[src/rtl/mux_sel_seq.sv]
`default_nettype none
// ============================================================================
//  Module   : mux_sel_seq
//  Purpose  : Registered N-channel, W-bit switch-bank multiplexer. A raw
//             pushbutton is synchronised and debounced; each clean press steps
//             the channel index. In auto-scan mode the index instead advances
//             on a free-running timer. led shows the selected W-bit slice of
//             sw and sel reports the active channel.
//  Ports    : clk   - system clock, rising edge
//             rst   - synchronous reset, active-high
//             sw    - switch bank, channel k = sw[k*W +: W]
//             pba   - raw pushbutton (asynchronous, bouncy, active-high)
//             scan  - 1 = auto-scan, 0 = manual step (quasi-static)
//             led   - registered copy of the selected channel
//             sel   - current channel index
//  Revision : 1.0  initial release
// ============================================================================
module mux_sel_seq #(
    parameter  int W           = 4,
    parameter  int N           = 2,
    parameter  int DEB_CYCLES  = 16,
    parameter  int SCAN_PERIOD = 50000000,
    localparam int SELW        = $clog2(N)
) (
    input  logic              clk,
    input  logic              rst,
    input  logic [W*N-1:0]    sw,
    input  logic              pba,
    input  logic              scan,
    output logic [W-1:0]      led,
    output logic [SELW-1:0]   sel
);

    // Debounce counter must hold DEB_CYCLES-1; scan timer holds SCAN_PERIOD-1.
    localparam int DCW = $clog2(DEB_CYCLES + 1);
    localparam int TW  = $clog2(SCAN_PERIOD);

    localparam logic [DCW-1:0]  c_DEB_LAST  = DCW'(DEB_CYCLES - 1);
    localparam logic [TW-1:0]   c_SCAN_LAST = TW'(SCAN_PERIOD - 1);
    localparam logic [SELW-1:0] c_SEL_LAST  = SELW'(N - 1);

    // ------------------------------------------------------------------
    // State
    // ------------------------------------------------------------------
    logic            sync1_q,    sync1_d;
    logic            sync2_q,    sync2_d;
    logic            db_level_q, db_level_d;
    logic            db_prev_q,  db_prev_d;
    logic            press_q,    press_d;
    logic [DCW-1:0]  db_cnt_q,   db_cnt_d;
    logic [TW-1:0]   timer_q,    timer_d;
    logic [SELW-1:0] sel_q,      sel_d;
    logic [W-1:0]    led_q,      led_d;

    logic            step;
    logic [W-1:0]    chan_sel;

    // ------------------------------------------------------------------
    // Next-state logic
    // ------------------------------------------------------------------
    always_comb begin
        // Two-flop synchroniser on the raw button.
        sync1_d = pba;
        sync2_d = sync1_q;

        // Debounce: count consecutive cycles where the synchronised level
        // disagrees with the accepted level. Any agreement restarts the count,
        // so only a run of DEB_CYCLES disagreeing samples flips the level.
        db_level_d = db_level_q;
        db_cnt_d   = '0;
        if (sync2_q != db_level_q) begin
            if (db_cnt_q == c_DEB_LAST) begin
                db_level_d = sync2_q;
            end else begin
                db_cnt_d = db_cnt_q + DCW'(1);
            end
        end

        // Registered rising-edge detect: one-cycle strobe per accepted press.
        db_prev_d = db_level_q;
        press_d   = db_level_q & ~db_prev_q;

        // Channel advance source: the scan timer when scanning (presses are
        // ignored), otherwise the press strobe. Timer is held at 0 outside
        // scan mode so entering scan always starts a full period.
        timer_d = '0;
        step    = press_q;
        if (scan) begin
            step = 1'b0;
            if (timer_q == c_SCAN_LAST) begin
                step = 1'b1;
            end else begin
                timer_d = timer_q + TW'(1);
            end
        end

        // Explicit wrap so non-power-of-2 channel counts never overflow.
        sel_d = sel_q;
        if (step) begin
            sel_d = (sel_q == c_SEL_LAST) ? '0 : sel_q + SELW'(1);
        end

        // Output mux uses the pre-edge index.
        chan_sel = '0;
        for (int k = 0; k < N; k++) begin
            if (sel_q == SELW'(k)) begin
                chan_sel = sw[k*W +: W];
            end
        end
        led_d = chan_sel;
    end

    // ------------------------------------------------------------------
    // Registers
    // ------------------------------------------------------------------
    always_ff @(posedge clk) begin
        if (rst) begin
            sync1_q    <= 1'b0;
            sync2_q    <= 1'b0;
            db_level_q <= 1'b0;
            db_prev_q  <= 1'b0;
            press_q    <= 1'b0;
            db_cnt_q   <= '0;
            timer_q    <= '0;
            sel_q      <= '0;
            led_q      <= '0;
        end else begin
            sync1_q    <= sync1_d;
            sync2_q    <= sync2_d;
            db_level_q <= db_level_d;
            db_prev_q  <= db_prev_d;
            press_q    <= press_d;
            db_cnt_q   <= db_cnt_d;
            timer_q    <= timer_d;
            sel_q      <= sel_d;
            led_q      <= led_d;
        end
    end

    assign led = led_q;
    assign sel = sel_q;

endmodule
`default_nettype wire

[config.mk]
export PLATFORM = sky130hd
export DESIGN_NAME = mux_sel_seq
export DESIGN_NICKNAME = d
export VERILOG_FILES = /design/src/rtl/mux_sel_seq.sv
export SDC_FILE = /design/constraint.sdc
export NUM_CORES = 1
export LEC_CHECK = 0
export ABC_AREA = 1
export CAP_MARGIN = 20
export CORE_UTILIZATION = 57
export CTS_BUF_LIST = sky130_fd_sc_hd__clkbuf_16
export CTS_CLUSTER_SIZE = 16
export DETAILED_ROUTE_END_ITERATION = 12
export GPL_TIMING_DRIVEN = 0
export HOLD_SLACK_MARGIN = 0.06
export PLACE_DENSITY_LB_ADDON = 0.25
export SLEW_MARGIN = 20
export SYNTH_ARGS = -nofsm -noshare
export SYNTH_HDL_FRONTEND = slang
export SYNTH_SLANG_ARGS = --single-unit
[constraint.sdc]
create_clock -name clk -period 2.8 [get_ports clk]
set_input_delay 0.42 -clock clk [delete_from_list [all_inputs] [get_ports clk]]
set_output_delay 0.42 -clock clk [all_outputs]
set_load 0.03 [all_outputs]
==> key figures <==
STA
  – Final hold vios: 0
  – Final TNS setup: 0 ns
  – Final-report max-slew violation count: 0
  – Max_slew headroom: 0.7304
  – Minimum clock period: 1.796 ns
  – Setup violators final: 0
  – Worst slew pin tran: 0.4026 ns
  – Worst setup margin: 1.004 ns
  – RSZ-0062 raised after global routing: false
  – Max Clock Freq: 556.8 MHz
  – Fin crit share: 0.6414
  – Final Skew: 0.004879 ns
  – WHS: 0.4009 ns

Final layout
  – Layout area overhead: 18.12%
  – Multi-input logic area: 998.5 sq um
  – Most frequent cells in the layout: nand2_1, nor2_1, dfxtp_1
  – Core Util, Final: 0.7321
  – Layout cells sized above 1: 0.09556
  – Ant. Diodes: 0
  – Final nets: 307
  – # fillers: 260
  – Sequential standard cell area: 820.8 sq um
  – Commonest non-fill, non-tap cell in the layout: nand2_1

Placement
  – Placer congestion estimate: 0.9154
  – I/O Buffers: 16
  – DP Worst Slack: 1.054 ns
  – DPL Wire Length: 2.974 mm

Synth
  – Mean Syn Cell Area: 7.265 sq um
  – Cell variety after synth: 25
  – Flops & latches, synth: 41
  – Synth warn: 0
  – Synthesized cell area: 1954 sq um
  – EDFF count, synth: 0
  – Sequential share of the synthesized area: 0.4200
  – Synth Flop Type: dfxtp_1
  – Cell count after synthesis: 269
  – Asr flop ratio synth: 0
  – Syn_nets: 284

GRT
  – Initial antenna violation count: 0
  – Largest net degree at the start of global routing: 13
  – Grt total ovfl: 0
  – Tot GR Track Use: 0.2483
  – Number of global-route vias before repair: 1555
  – First-pass GRT wire length: 6.603 mm

Die
  – Die area: 3667 sq um
  – # rows: 20
  – Die Height: 60.56 um
  – Initial Util: 0.6198
  – Core area: 3153 sq um
  – Ports: 17
  – Chip Width: 60.56 um

Min path
  – Tightest Hold Check Type: register to register
  – Hold depth: 1

Setup path
  – CP max stage cell: clkdlybuf4s50_1
  – Critical path's largest stage delay: 0.71 ns
  – WP data arrival: 1.38 ns
  – Cells on worst reg2reg path: 9
  – Critical Path End Type: output port
  – Crit Path Class: register to output port
  – Worst setup SP type: register
  – Critical path depth in cells: 1
  – Required @ worst endpoint: 2.38 ns
  – Worst reg2reg setup slack: 1.20 ns
  – Worst Path Buf+Inv: 1
  – Crit path max-delay family: buffers and inverters
  – Crit path max fanout: 6
  – Critical-path cell list: clkdlybuf4s50_1

Drt
  – Vias post-DR: 1682
  – # DRC: 0
  – WL per Instance: 11.40 um
  – Final antenna-violating net count: 0
  – Initial DRC Count: 131
  – Via density: 4.991
  – Final wirelength: 3.842 mm
  – TritonRoute pass-1 iters: 4

Power
  – Worst VDD drop: 0.4176 mV
  – Internal Pwr Total: 938.1 uW
  – Clk pwr share: 0.454
  – Switching share of power: 0.2024
  – Power Density: 509.5 nW/um^2
  – Combinational group share of total power: 0.042
  – P_sw: 238.0 uW
  – Leakage: 0.7784 nW
  – Tot Pwr: 1.176 mW
  – Reg power frac: 0.504

Clock network
  – Setup bufs post-CTS: 0
  – CTS tree: built
  – Clk_lat worst skew: 0.28 ns
  – CTS Sinks: 41
  – Post-CTS sizing: 0
  – Clock root buffer: clkbuf_16
  – H-Tree Depth: 2
  – CTS max path bufs: 2
  – Cts hold-fix bufs: 0
  – Num CTS Buffers: 5
  – CTS clk-pin slew, worst paths: 0.05 ns

Status
  – Status: completed

Run
  – Max-Cap Viols: 0
## synthesized netlist by cell type (all sizes together) (3+ instances only)
cell type  count  area [sq um]
nor2          66         292.8
a21oi         15         75.07
nand3         11         75.07
nand2         65         261.5
xnor2          5         43.79
ha             3         37.54
o21ai          5         25.02
dfxtp         41         820.8
nor3           5         30.03
nand4          5         31.28
nand3b         5         37.54
inv           30         112.6
xor2           6         52.55
## state kept, by name, summed over array words and instances (netlist names)
signal	cells
timer_q	26
db_cnt_q	5
led	4
db_level_q	1
db_prev_q	1
press_q	1
sel	1
sync1_q	1
sync2_q	1
## through the flow
step | instances | area, sq um
final | 337 | 2308
after global routing | 337 | 2308
after CTS | 337 | 2308
after detailed placement | 329 | 2170
after global placement | 329 | 2170
after floorplan | 269 | 1954
## cell type report
class | instances | share of cell area
Buffer | 2 | 0.009756
Clock buffer | 5 | 0.05420
Clock inverter | 3 | 0.005962
Inverter | 30 | 0.04878
Multi-Input combinational cell | 196 | 0.4325
Sequential cell | 41 | 0.3556
Tap cell | 44 | 0.02385
Timing Repair Buffer | 16 | 0.06938
## metal layers
metal / vias up / global-route usage / share of wire
li1: 890 / - / -
met4: 0 / 0.08766 / 0.014
met2: 25 / 0.4050 / 0.47
met3: 5 / 0.07036 / 0.037
met1: 762 / 0.3152 / 0.48
met5: - / 0 / 0
## final timing paths
path,startpoint,end
setup reg to reg,timer_q[0],timer_q[7]
hold / removal,db_prev_q,press_q
setup / recovery,sel,sel
hold reg to reg,db_prev_q,press_q
## kinds of logic (layout without fill, tap and decap cells)
kind of cell	after synthesis	in the layout	share of synthesized area
buf+inv	32	56	0.06914
xor+xnor	11	11	0.04929
flops	41	41	0.4200
compound gates	22	22	0.05890
fa+ha+maj	3	3	0.01921
simple gates	160	160	0.3835
## power groups by stage
stage          clock (mW)  sequential, mW  combinational, mW
6_report            0.534           0.593             0.0492
5_1_grt             0.573           0.593             0.0529
4_1_cts             0.549           0.593             0.0496
3_5_place_dp            0           0.605             0.0493
3_3_place_gp            0           0.605             0.0484
2_1_floorplan           0           0.612             0.0161
Power figures use the tool's default switching activity.
